$ cat config.mk
export PLATFORM = sky130hd
export DESIGN_NAME = mt_sbus_xlate
export DESIGN_NICKNAME = d
export VERILOG_FILES = /design/src/rtl/mt_sbus_xlate.sv
export SDC_FILE = /design/constraint.sdc
export NUM_CORES = 1
export LEC_CHECK = 0
export ABC_AREA = 1
export CAP_MARGIN = 30
export CORE_MARGIN = 5
export CORE_UTILIZATION = 39
export DETAILED_ROUTE_END_ITERATION = 6
export PLACE_DENSITY_LB_ADDON = 0.05
export SLEW_MARGIN = 20
export SYNTH_ARGS = -nofsm -noshare
export SYNTH_HDL_FRONTEND = slang
export SYNTH_SLANG_ARGS = --single-unit
$ cat constraint.sdc
create_clock -name clk -period 2.3 [get_ports clk]
set_input_delay 0.46 -clock clk [delete_from_list [all_inputs] [get_ports clk]]
set_output_delay 0.46 -clock clk [all_outputs]
set_load 0.005 [all_outputs]
$ cat src/rtl/mt_sbus_xlate.sv
// mt_sbus_xlate: sequenced MBOX<->SBUS request translator (START/ACKN handshake, per-word DATA_VALID, NXM timeout)
// Optional data parity generation/checking is enabled by defining MT_SBUS_PARITY_EN.
module mt_sbus_xlate #(
    parameter int ADR_W   = 22,
    parameter int DATA_W  = 36,
    parameter int WORDS   = 4,
    parameter int TMO_CYC = 255
) (
    input  logic                       clk,
    input  logic                       CROBAR,
    input  logic                       mb_start,
    input  logic                       mb_wr,
    input  logic [WORDS-1:0]           mb_rq,
    input  logic [ADR_W-1:0]           mb_pma,
    input  logic [DATA_W-1:0]          mb_data,
    output logic                       mb_busy,
    output logic                       wr_take,
    output logic                       rd_valid,
    output logic [DATA_W-1:0]          rd_data,
    output logic [$clog2(WORDS)-1:0]   wr_idx,
    output logic [$clog2(WORDS)-1:0]   rd_idx,
    output logic                       mb_done,
    output logic                       mb_nxm,
    output logic                       mb_par_err,
    output logic                       sb_start,
    output logic                       sb_rd_rq,
    output logic                       sb_wr_rq,
    output logic [WORDS-1:0]           sb_rq,
    output logic [ADR_W-1:0]           sb_adr,
    output logic                       sb_adr_par,
    input  logic                       sb_ackn,
    input  logic                       sb_dv_in,
    output logic                       sb_dv_out,
    input  logic [DATA_W-1:0]          sb_d_in,
    output logic [DATA_W-1:0]          sb_d_out,
    input  logic                       sb_dpar_in,
    output logic                       sb_dpar_out,
    output logic                       sb_d_oe
);
    localparam int IW = $clog2(WORDS);
    typedef enum logic [2:0] {IDLE, START, ACK, XFER, DONE} state_t;
    state_t state, nxt;
    logic wr, xfer_wr, rd_acc, tmo_out, last;
    logic [WORDS-1:0] pend;
    logic [9:0] tmo;
    logic [IW-1:0] cur, j;

    // first still-pending word, searching upward from the start word with wrap
    always_comb begin
        cur = '0;
        j = '0;
        for (int k = WORDS - 1; k >= 0; k--) begin
            j = sb_adr[IW-1:0] + IW'(k);
            if (pend[j]) cur = j;
        end
    end

    assign last = pend == (WORDS'(1) << cur);

    always_comb begin
        nxt = state;
        mb_busy = state != IDLE;
        mb_done = state == DONE;
        sb_start = (state == START) || (state == ACK);
        sb_rd_rq = sb_start && !wr;
        sb_wr_rq = sb_start && wr;
        xfer_wr = (state == XFER) && wr;
        rd_acc = (state == XFER) && !wr && sb_dv_in;
        tmo_out = (tmo == 10'(TMO_CYC - 1)) &&
                  (((state == ACK) && !sb_ackn) || ((state == XFER) && !wr && !sb_dv_in));
        wr_take = xfer_wr;
        sb_dv_out = xfer_wr;
        sb_d_oe = xfer_wr;
        sb_d_out = xfer_wr ? mb_data : '0;
        wr_idx = xfer_wr ? cur : '0;
        case (state)
            IDLE:    nxt = mb_start ? (|mb_rq ? START : DONE) : IDLE;
            START:   nxt = ACK;
            ACK:     nxt = sb_ackn ? XFER : (tmo_out ? DONE : ACK);
            XFER:    nxt = (((xfer_wr || rd_acc) && last) || tmo_out) ? DONE : XFER;
            default: nxt = IDLE;
        endcase
    end

`ifdef MT_SBUS_PARITY_EN
    assign sb_dpar_out = xfer_wr ? ~^mb_data : 1'b0;
`else
    logic par_unused;
    assign par_unused = sb_dpar_in;
    assign sb_dpar_out = 1'b0;
`endif

    always_ff @(posedge clk) begin
        if (CROBAR) begin
            state <= IDLE;
            wr <= 1'b0;
            pend <= '0;
            tmo <= '0;
            sb_rq <= '0;
            sb_adr <= '0;
            sb_adr_par <= 1'b0;
            mb_nxm <= 1'b0;
            mb_par_err <= 1'b0;
            rd_valid <= 1'b0;
            rd_data <= '0;
            rd_idx <= '0;
        end else begin
            state <= nxt;
            rd_valid <= rd_acc;
            tmo <= (((state == ACK) && !sb_ackn) || ((state == XFER) && !xfer_wr && !rd_acc)) ? tmo + 10'd1 : '0;
            if ((state == IDLE) && mb_start) begin
                wr <= mb_wr;
                pend <= mb_rq;
                sb_rq <= mb_rq;
                sb_adr <= mb_pma;
                sb_adr_par <= ~^mb_pma;
                mb_nxm <= 1'b0;
                mb_par_err <= 1'b0;
            end
            if (tmo_out) mb_nxm <= 1'b1;
            if (xfer_wr || rd_acc) pend[cur] <= 1'b0;
            if (rd_acc) begin
                rd_data <= sb_d_in;
                rd_idx <= cur;
`ifdef MT_SBUS_PARITY_EN
                if (!(^{sb_d_in, sb_dpar_in})) mb_par_err <= 1'b1;
`endif
            end
        end
    end
endmodule

Yosys cells after proc, flatten, opt, wreduce, memory -nomap -nowiden
Cells that the tools add are included.
W data, S select, Z words.
{"block": "op_classes", "reduce_logical": 29, "n_addsub": 4, "n_lt_le_gt_ge": 6, "bitwise": 3, "mux": 27, "eq_ne": 6, "shifts": 1}
{"cell": "$mux W36", "n": 1}
{"cell": "$reduce_xnor A22 Y1", "n": 1}
{"cell": "$lt A2 B3 Y1 const B", "n": 5}
{"cell": "$mux W3", "n": 5}
{"cell": "$logic_and A1 B1 Y1", "n": 13}
{"cell": "$mux W4", "n": 3}
{"cell": "$pmux W3 S4", "n": 1}
{"cell": "$add A10 B1 Y10 const B", "n": 1}
{"cell": "$eq A10 B8 Y1 const B", "n": 1}
{"cell": "$mux W2", "n": 5}
{"cell": "$bmux W1 S2", "n": 4}
{"cell": "$mux W1", "n": 7}
{"cell": "$eq A3 B2 Y1 const B", "n": 2}
{"cell": "$logic_not A1 Y1", "n": 5}
{"cell": "$logic_or A1 B1 Y1", "n": 5}
{"cell": "$add A2 B2 Y2 const B", "n": 2}
{"cell": "$and A4 B4 Y4", "n": 1}
{"cell": "$eq A4 B4 Y1", "n": 1}
{"cell": "$not A4 Y4", "n": 1}
{"cell": "$reduce_or A4 Y1", "n": 1}
{"cell": "$shl A1 B2 Y4 const A", "n": 1}
{"cell": "$eq A3 B1 Y1 const B", "n": 1}
{"cell": "$eq A3 B3 Y1 const B", "n": 1}
{"cell": "$logic_not A3 Y1", "n": 1}
{"cell": "other kinds (7)", "n": 7}
{"block": "totals", "out_inout_bits": 115, "inputBits": 105, "ff_bits": 85, "wordCells": 87}

Depth between registers and ports, before layout
Gate-level depths: netlist of run 1.
{"block": "depth", "word_depth": 14, "ltp_mapped": 19, "depth_no_buf": 18}

Worst setup path before layout of run 1
No wires, ideal clock.
{"block": "synth_path", "path_type": "reg2out", "startpoint": "register state[0]", "endpoint": "output sb_dv_out", "path_buffers": 3, "slack_ps": 403, "t_required_ps": 1840, "t_arrival_ps": 1437, "stages_incl_launch_ff": 8, "cell_sequence": "dfxtp_1 > inv_1 > nor3_4 > nand2_1 > clkbuf_1 > buf_1 > inv_1 > buf_4"}
{"block": "synth_via", "elab_chain_cells": 2}
{"item": "start, declared", "line_no": "42", "rtl": "state_t state, nxt;"}
{"item": "start signal, assigned", "line_no": "108", "rtl": "state <= nxt;"}
{"item": "$eq A3 B2 Y1", "line_no": "67", "rtl": "xfer_wr = (state == XFER) && wr;"}
{"item": "$logic_and A1 B1 Y1", "line_no": "67"}
{"item": "end, declared", "line_no": "33", "rtl": "output logic sb_dv_out,"}
No other way between the ends.

Worst setup path in the final report of run 1
{"block": "layout_path", "startpoint": "register state[1]", "endpoint": "output sb_d_out[9]"}
{"block": "layout_via", "elab_chain_cells": 3}
{"item": "$eq A3 B2 Y1", "line_no": "67"}
{"item": "$logic_and A1 B1 Y1", "line_no": "67"}
{"item": "$mux W36", "line_no": "74", "rtl": "sb_d_out = xfer_wr ? mb_data : '0;"}
{"item": "end, declared", "line_no": "35", "rtl": "output logic [DATA_W-1:0] sb_d_out,"}
No other way between the ends.

==> metrics.csv, run 1 <==
metric;value;unit
status;finished clean;
number of flops mapped to enable cells by yosys;0;
Critical Setup Path Class;reg -> out;
Routability Congestion;0.856;
Antenna Cells;0;
Final Net Count;885;
Pwr per Cell Area;543;nW/um^2
yosys synthesis warning count;0;
htree depth;3;
initial antenna violation count;0;
clk buf depth;2;
P&R area growth vs syn;64.6;%
CP max FO;20;
sequential share of the synthesized area;43.2;%
final clock skew;12.9;ps
die area;12200;sq um
clock latency on the worst-skew pair;350;ps
row count;36;
antenna viol nets, final;0;
die width;110;microns
hold_buf cts;0;
Max-slew headroom;53.6;%
DP Area;6210;sq um
Final Cycle Share;95.7;%
Starting DRT DRC Count;209;
routed len/inst;14.0;microns
maximum vdd drop;387;uV
DRT Wirelength;12.8;mm
final number of hold-violating endpoints;0;
IO Pins;220;
cells after synthesis;564;
CTS buffer count;9;
max_cap viols;0;
drt pass-1 iters;4;
Hold Slack;465;ps
CP required;1840;ps
Fill cells;921;
max-slew violation count;0;
pin count of the biggest net entering global routing;65;
core area;9820;sq um
Setup crit start kind;register;
vias in the first global route;4197;
# port buffers;216;
mapped cell area;3940;sq um
leakage power;2.83;nW
Finished Cell Area;6480;sq um
Post-Route Utilization;66.0;%
top_reg_cell synth;dfxtp_1;
commonest non-fill, non-tap cells in the layout;clkdlybuf4s50_1, nand2_1, dfxtp_1;
Peak Freq;0.455;GHz
Hold Crit Class;reg -> reg;
# clock sinks;85;
Total GRT Usage;20.2;%
syn avg cell area;6.98;sq um
Worst-path clk slew;80;ps
RSZ-0062 raised after global routing;yes;
Worst setup EP type;primary output;
Unique masters post-synth;35;
Async SR Flop Fraction;0;%
cell total after placement;892;
HPWL after DPL;9.65;mm
first-pass GRT wire length;20.7;mm
Worst EP arrival;1740;ps
worst slew pin tran;696;ps
drc violations;0;
Setup Total Neg Slack;0;ps
commonest non-fill, non-tap cell in the layout;clkdlybuf4s50_1;
final setup vio count;0;
reg-to-reg slack, setup;390;ps
vias per cell;4.68;
GR Overflow Total;0;
CTS tree;built;
Synth Register Bits;85;
clock tree root driver cell;clkbuf_8;
layout cells sized above 1;9.21;%
Starting Density;40.1;%
DR vias;4285;
non-filler cells, final;915;
fin crit period;2200;ps
Die H;110;microns
[metal layers]
metal | track usage, % | routed length [microns]
met5 | 0 | 0
met4 | 5.42 | 180
met2 | 37.4 | 6780
met1 | 22.3 | 5020
met3 | 6.02 | 855
[kinds of logic (layout without fill, tap and decap cells)]
logic type	count (synthesis)	count (layout)	share of synthesized area, %
xor gates and xnor gates	27	27	6.01
DFF	85	85	43.2
buffers and inverters	100	317	10.4
adders and majority gates	2	2	0.636
and+or+nand+nor	264	264	28.1
AOI/OAI and AO/OA	85	85	11.5
other	1	2	0.0953
[synth_stat cells, types with 2 or more instances]
master | number | area [sq um]
nor2_1 | 57 | 214
xnor2_1 | 17 | 149
o21ai_0 | 11 | 55.1
buf_4 | 4 | 30.0
nand4_1 | 2 | 12.5
nand3_1 | 15 | 75.1
nand2_4 | 2 | 22.5
a21oi_2 | 2 | 17.5
nand2_2 | 8 | 50.1
nor3b_1 | 2 | 15.0
nand3_2 | 4 | 40.0
a21oi_1 | 66 | 330
buf_2 | 3 | 15.0
dfxtp_1 | 85 | 1700
clkbuf_1 | 18 | 67.6
xor2_1 | 10 | 87.6
nor3_1 | 4 | 20.0
ha_1 | 2 | 25.0
inv_1 | 67 | 251
buf_1 | 4 | 15.0
nand2_1 | 167 | 627
[layout make-up]
cell class | instances | area [sq um] | area share (%)
repair buffers | 233 | 2300 | 35.5
multi-input cells | 380 | 1850 | 28.6
clock buffers | 10 | 128 | 1.97
flip-flops and latches | 85 | 1710 | 26.3
clock inverters | 5 | 61.3 | 0.946
inverters | 69 | 264 | 4.07
well taps | 133 | 166 | 2.57
[worst max-delay path, stage by stage (launching register included)]
cell           delay, ps
dfxtp_1              350
inv_2                 70
nor3_4               230
nand2_4              100
buf_4                150
buf_12               140
nor2_1               100
dlygate4sd2_1        250
[where the power goes]
group | total, W | internal [W] | switching (W)
registers | 0.00159 | 0.00154 | 0.0000427
clock network | 0.00103 | 0.000503 | 0.000525
logic | 0.000905 | 0.000472 | 0.000433
total | 0.00352 | 0.00252 | 0.00100
[repair_timing]
item | in CTS | in global routing
pin swaps | 1 | 3
buffers inserted | 3 | 3
cloned | 2 | 0
setup endpoints to repair | 43 | 7
gates resized for setup | 56 | 21
[per-stage QoR]
| stage | power, W | setup slack [ps] |
|---|---|---|
| floorplan | 0.00206 | 403 |
| global placement | 0.00248 | 88.9 |
| detailed placement | 0.00249 | 34.7 |
| CTS | 0.00354 | -94.9 |
| global route | 0.00373 | -26.1 |
| finish | 0.00352 | 99.8 |
[worst paths after layout]
check / startpoint / to / cells past startpoint
setup / recovery: state[1] / sb_d_out[9] / 7
hold / removal: sb_adr[2] / sb_adr[2] / 2
setup reg to reg: sb_adr[0] / state[0] / 18
hold reg to reg: sb_adr[2] / sb_adr[2] / 2
[sequential cells by signal (all words and copies together) (netlist names)]
name        flops
pend            4
rd_valid        1
sb_rq           4
rd_data        36
state           3
mb_nxm          1
sb_adr         22
tmo            10
wr              1
sb_adr_par      1
rd_idx          2
(Power assumes the default switching activity.)
==> inputs of run 2 (changes only) <==
--- a/config.mk
+++ b/config.mk
@@ -6,10 +6,11 @@
 export NUM_CORES = 1
 export LEC_CHECK = 0
 export ABC_AREA = 1
-export CAP_MARGIN = 30
-export CORE_MARGIN = 5
+export CAP_MARGIN = 20
+export CORE_MARGIN = 2
 export CORE_UTILIZATION = 39
 export DETAILED_ROUTE_END_ITERATION = 6
+export HOLD_SLACK_MARGIN = 0.05
 export PLACE_DENSITY_LB_ADDON = 0.05
 export SLEW_MARGIN = 20
 export SYNTH_ARGS = -nofsm -noshare
==> run 2 against run 1 <==
Worst hold slack about the same. Sequential cell count unchanged. Combinational power decreased by 2.3%. Utilization increased by 0.23 points. Final cell count decreased by 0.22%. Sequential share of layout area about the same. Clock power increased by 4%. Count of clock-buffer cells in the layout unchanged. Critical path depth decreased by 1. Maximum frequency decreased by 3.1%. Sequential power about the same.
==> metrics.csv, run 2 (synthesis results as in run 1) <==
metric;value;unit;change
biggest regs;rd_data: 36 flops, sb_adr: 22 flops, tmo: 10 flops;;
CTS buffer count;9;;unchanged
IO Pins;220;;unchanged
slowest stage delay, CP;520;ps;+170 ps
max reg flops;36;;unchanged
vias in the first global route;3990;;-4.9%
final number of hold-violating endpoints;0;;unchanged
Slowest-stage cell, CP;clkdlybuf4s50_1;;
status;finished clean;;
DR vias;4147;;-3.2%
Worst EP arrival;1810;ps;+70 ps
# port buffers;216;;unchanged
commonest non-fill, non-tap cells in the layout;clkdlybuf4s50_1, nand2_1, dfxtp_1;;
leakage power;2.87;nW;+1.5%
Peak Freq;0.441;GHz;-3.1%
worst slew pin tran;697;ps;+0.813 ps
Routability Congestion;0.880;;+2.9%
HPWL after DPL;8.74;mm;-9.5%
Most flops, register;rd_data;;
Metal-1 WL;4.94;mm;-1.7%
Pwr per Cell Area;547;nW/um^2;+0.69%
clk buf depth;2;;unchanged
Hold Slack;465;ps;-0.187 ps
sw power;0.00103;W;+2.5%
vias per cell;4.54;;-3.0%
DRT Wirelength;12.0;mm;-6.2%
# clock sinks;85;;unchanged
Comb power frac;25.0;%;-0.7 points
core area;9770;sq um;-0.46%
drt pass-1 iters;4;;unchanged
max_cap viols;0;;unchanged
GR Overflow Total;0;;unchanged
CP required;1840;ps;about the same
first-pass GRT wire length;19.2;mm;-7.1%
Starting Density;40.3;%;+0.18 points
reg-to-reg slack, setup;470;ps;+80 ps
row count;36;;unchanged
Max-slew headroom;53.5;%;-0.054 points
Antenna Cells;0;;unchanged
max layer used;met4;;
commonest non-fill, non-tap cell in the layout;clkdlybuf4s50_1;;
Final Cycle Share;98.7;%;+3.0 points
die width;104;microns;-5.4%
routed len/inst;13.2;microns;-6.0%
CTS tree;built;;
final setup vio count;0;;unchanged
RSZ-0062 raised after global routing;yes;;
wire length on met3;922;microns;+7.8%
layout cells sized above 1;10.5;%;+1.3 points
clock tree root driver cell;clkbuf_8;;
CP Buf/Inv Count;3;;-1
Die H;104;microns;-5.4%
metal2 WL;5.95;mm;-12%
Final Net Count;882;;-0.34%
initial antenna violation count;0;;unchanged
Crit path top cell by count;inv_1;;
Pint;0.00251;W;-0.22%
Starting DRT DRC Count;128;;-39%
Setup crit start kind;register;;
clock latency on the worst-skew pair;350;ps;about the same
clock power share;30.2;%;+1.0 points
antenna viol nets, final;0;;unchanged
hold_buf cts;0;;unchanged
Post-Route Utilization;66.2;%;+0.23 points
CP delay by family, top;buffers and inverters;;
Switching Fraction;29.0;%;+0.56 points
final clock skew;8.71;ps;-4.16 ps
Worst-path clk slew;90;ps;about the same
Sequential Power Share;44.8;%;-0.3 points
Worst setup EP type;primary output;;
worst-path cell chain;nor3_2 -> inv_1 -> nand2_1 -> inv_1 -> nor2_1 -> clkdlybuf4s50_1;;
Critical Setup Path Class;reg -> out;;
die area;10900;sq um;-11%
Total GRT Usage;21.3;%;+1.1 points
Hold Crit Class;reg -> reg;;
htree depth;3;;unchanged
max-slew violation count;0;;unchanged
maximum vdd drop;341;uV;-12%
fin crit period;2270;ps;+69.8 ps
drc violations;0;;unchanged
pin count of the biggest net entering global routing;65;;unchanged
P&R area growth vs syn;64.4;%;
CP max FO;4;;-80%
[run 2: cell types whose count changed in the layout (fill, tap and decap cells not counted), moves of 4 or more]
cell,change
clkbuf_2,+7
clkdlybuf4s15_1,+7
dlygate4sd2_1,-28
dlymetal6s2s_1,+11
nor2_1,-4
nor2_2,+4
[run 2: worst paths after layout]
path	from	to	cells past startpoint
setup / recovery	state[2]	sb_rd_rq	6
hold / removal	rd_data[34]	rd_data[34]	2
setup reg to reg	state[2]	state[1]	8
hold reg to reg	rd_data[34]	rd_data[34]	2
[run 2: power by group through the flow]
| stage | logic (W) | clock network, W | registers, W |
|---|---|---|---|
| floorplan | 0.000441 | 0 | 0.00162 |
| global placement | 0.000855 | 0 | 0.00161 |
| detailed placement | 0.000866 | 0 | 0.00161 |
| CTS | 0.000874 | 0.00111 | 0.00158 |
| global route | 0.000980 | 0.00118 | 0.00159 |
| finish | 0.000884 | 0.00107 | 0.00158 |
[run 2: what timing repair did]
action | 4_1_cts | 5_1_grt
setup buffers | 0 | 2
pin swaps | 1 | 2
cloned | 0 | 2
setup endpoints to repair | 43 | 15
resized for setup | 42 | 59
[run 2: area by class of cell]
class | count | area, sq um
inverter | 69 | 264
timing repair buffer | 230 | 2270
clock inverter | 6 | 70.1
sequential | 85 | 1700
multi-input combinational | 380 | 1870
clock buffer | 10 | 128
tap | 133 | 166
fill | 886 | 3300
[run 2: worst reg2reg max path, cell delays in order (launching register included)]
cell and delay, ps:
dfxtp_1 450, nor3_4 80, buf_4 150, nand3_1 140
nand3_1 100, o21ai_0 130, nand4_1 280, o21ai_0 290
a21oi_2 80
[run 2: metal layers]
metal	global-route usage [%]	vias up
met5	0	-
met4	6.37	0
met3	7.39	19
met2	37.7	136
met1	24.1	1844
li1	-	2148
[run 2: metrics by stage]
step	area (sq um)	TNS, ps	worst slack, ps	total power [W]	cells
after detailed placement	6190	0	36.0	0.00248	893
final	6470	0	30.0	0.00354	913
after global routing	6470	-438	-106	0.00375	913
after floorplan	3940	0	403	0.00206	565
after global placement	6190	0	82.8	0.00247	893
after CTS	6380	-46.0	-23.0	0.00357	909
==> inputs of run 3 (changes only) <==
--- a/config.mk
+++ b/config.mk
@@ -11,7 +11,8 @@
 export CORE_UTILIZATION = 39
 export DETAILED_ROUTE_END_ITERATION = 6
 export HOLD_SLACK_MARGIN = 0.05
-export PLACE_DENSITY_LB_ADDON = 0.05
+export MAX_ROUTING_LAYER = met4
+export PLACE_DENSITY = 0.86
 export SLEW_MARGIN = 20
 export SYNTH_ARGS = -nofsm -noshare
 export SYNTH_HDL_FRONTEND = slang
==> run 3 against run 2 <==
Utilization increased by 1.1 points. Largest power group unchanged. First-iteration DRC count increased by 79%. Clock skew about the same. Sequential share of layout area decreased by 0.38 points. Count of clock-buffer cells in the layout unchanged. Clock power increased by 21%. Setup slack improved by 78 ps. Total power increased by 6.8%. Critical endpoint is now sb_d_out[22]. Final cell count unchanged. Critical path type unchanged. Via count increased by 3.8%.
==> metrics.csv, run 3 (synthesis results as in run 1) <==
metric;value;unit;change
max_cap viols;0;;unchanged
layout cells sized above 1;8.72;%;-1.8 points
cell total after placement;894;;+0.11%
Max-slew headroom;53.8;%;+0.23 points
GR Overflow Total;0;;unchanged
final clock skew;8.90;ps;+0.192 ps
row count;36;;unchanged
reg-to-reg slack, setup;480;ps;about the same
drc violations;0;;unchanged
Switching Fraction;26.8;%;-2.2 points
Critical R2R Launch;state[1];;
core area;9770;sq um;unchanged
Most flops, register;rd_data;;
vias in the first global route;4207;;+5.4%
CTS buffer count;9;;unchanged
worst slew pin tran;693;ps;-3.38 ps
Routability Congestion;0.856;;-2.8%
commonest non-fill, non-tap cell in the layout;clkdlybuf4s50_1;;
Peak Freq;0.456;GHz;+3.6%
Worst Hold Depth;2;;unchanged
CP max FO;17;;+13
Setup crit start kind;register;;
clock tree root driver cell;clkbuf_8;;
Critical Setup Path Class;reg -> out;;
commonest non-fill, non-tap cells in the layout;clkdlybuf4s50_1, nand2_1, dfxtp_1;;
fin crit period;2190;ps;-77.9 ps
leakage power;3.13;nW;+9.1%
worst hold path startpoint;sb_adr[8];;
DRT Wirelength;12.1;mm;+0.76%
Starting Density;40.3;%;unchanged
HPWL after DPL;8.93;mm;+2.2%
CP required;1840;ps;about the same
CTS tree;built;;
# clock sinks;85;;unchanged
drt pass-1 iters;4;;unchanged
Final Net Count;883;;+0.11%
maximum vdd drop;373;uV;+9.4%
Hold Crit Class;reg -> reg;;
Sequential Power Share;42.0;%;-2.8 points
Reg2Reg Depth;9;;+1
die area;10900;sq um;unchanged
P&R area growth vs syn;67.1;%;
max reg flops;36;;unchanged
Setup Total Neg Slack;0;ps;unchanged
vias per cell;4.71;;+3.8%
sw power;0.00101;W;-1.4%
Fill cells;846;;-4.5%
DP Area;6220;sq um;+0.53%
clk buf depth;2;;unchanged
R2R Path End;state[1];;
Pint;0.00277;W;+10%
final number of hold-violating endpoints;0;;unchanged
Finished Cell Area;6580;sq um;+1.6%
pin count of the biggest net entering global routing;65;;unchanged
first-pass GRT wire length;19.2;mm;about the same
Final Cycle Share;95.3;%;-3.4 points
Antenna Cells;0;;unchanged
initial antenna violation count;0;;unchanged
# port buffers;216;;unchanged
clock power share;34.2;%;+4.0 points
DR vias;4303;;+3.8%
htree depth;3;;unchanged
Worst-path clk slew;90;ps;about the same
clock latency on the worst-skew pair;350;ps;about the same
Die H;104;microns;unchanged
hold_buf cts;0;;unchanged
antenna viol nets, final;0;;unchanged
max-slew violation count;0;;unchanged
IO Pins;220;;unchanged
Comb power frac;23.8;%;-1.2 points
Worst EP arrival;1730;ps;-80 ps
non-filler cells, final;913;;unchanged
Total GRT Usage;21.9;%;+0.57 points
RSZ-0062 raised after global routing;yes;;
routed len/inst;13.3;microns;+0.76%
status;finished clean;;
die width;104;microns;unchanged
biggest regs;rd_data: 36 flops, sb_adr: 22 flops, tmo: 10 flops;;
Worst setup EP type;primary output;;
final setup vio count;0;;unchanged
hold path endpoint;sb_adr[8];;
Starting DRT DRC Count;229;;+79%
Pwr per Cell Area;574;nW/um^2;+5.1%
run 3: cell count changes in the layout (fill, tap and decap cells not counted), sizes merged:
| cell | before | now |
|---|---|---|
| dlymetal6s2s | 11 | 20 |
| clkinvlp | 2 | 0 |
| inv | 71 | 70 |
| buf | 13 | 16 |
| clkbuf | 24 | 12 |
| bufinv | 1 | 3 |
| dlygate4sd2 | 4 | 21 |
| clkdlybuf4s15 | 14 | 0 |
| clkdlybuf4s50 | 174 | 172 |
run 3: worst max path at each step:
| stage | start | to | slack [ps] |
|---|---|---|---|
| after detailed placement | sb_adr[0] | wr_idx[0] | 80 |
| after CTS | sb_adr[0] | wr_idx[0] | 0.6 |
| final | state[1] | sb_d_out[22] | 110 |
| after global routing | state[1] | sb_d_out[22] | -30 |
| after floorplan | state[0] | sb_dv_out | 400 |
| after global placement | sb_adr[0] | wr_idx[0] | 100 |
run 3: layout make-up:
class / instances / area [sq um] / share of cell area (%)
Clock buffer: 10 / 138 / 2.09
Tap cell: 133 / 166 / 2.53
Inverter: 69 / 264 / 4.01
Sequential cell: 85 / 1710 / 26.0
Clock inverter: 5 / 108 / 1.64
Timing Repair Buffer: 231 / 2340 / 35.6
Multi-Input combinational cell: 380 / 1860 / 28.2
run 3: worst max-delay path: stages (launching register included):
cell	delay (ps)
dfxtp_2	360
inv_2	70
nor3_4	220
nand2_4	90
buf_4	150
clkbuf_16	160
nor2_1	90
dlygate4sd2_1	250
run 3: repair_timing:
action                                  4_1_cts  5_1_grt
endpoints found under the setup margin       43       22
resized for setup                            31       34
pin swaps                                     1        4
gates cloned                                  0        1
setup buffers                                 2        1
run 3: through the flow:
step | total power [W] | setup slack [ps] | util [%] | hold slack (ps)
2_1_floorplan | 0.00206 | 403 | - | 430
3_3_place_gp | 0.00248 | 97.6 | 63.7 | 442
3_5_place_dp | 0.00250 | 82.7 | 63.7 | 454
4_1_cts | 0.00379 | 0.614 | 66.3 | 469
5_1_grt | 0.00396 | -26.4 | 67.3 | 484
6_report | 0.00378 | 108 | 67.3 | 470
run 3: metal layers:
layer / up-vias / GRT usage [%] / wire, microns
met5: - / - / 0
met4: 0 / 8.88 / 369
met3: 29 / 6.02 / 959
met2: 186 / 38.1 / 6030
met1: 1937 / 23.5 / 4770
li1: 2151 / - / -
run 3: power by group through the flow:
| stage | logic [W] | clock network, W | registers [W] |
|---|---|---|---|
| floorplan | 0.000441 | 0 | 0.00162 |
| global placement | 0.000864 | 0 | 0.00161 |
| detailed placement | 0.000882 | 0 | 0.00162 |
| CTS | 0.000890 | 0.00132 | 0.00158 |
| global route | 0.000985 | 0.00138 | 0.00160 |
| finish | 0.000898 | 0.00129 | 0.00159 |
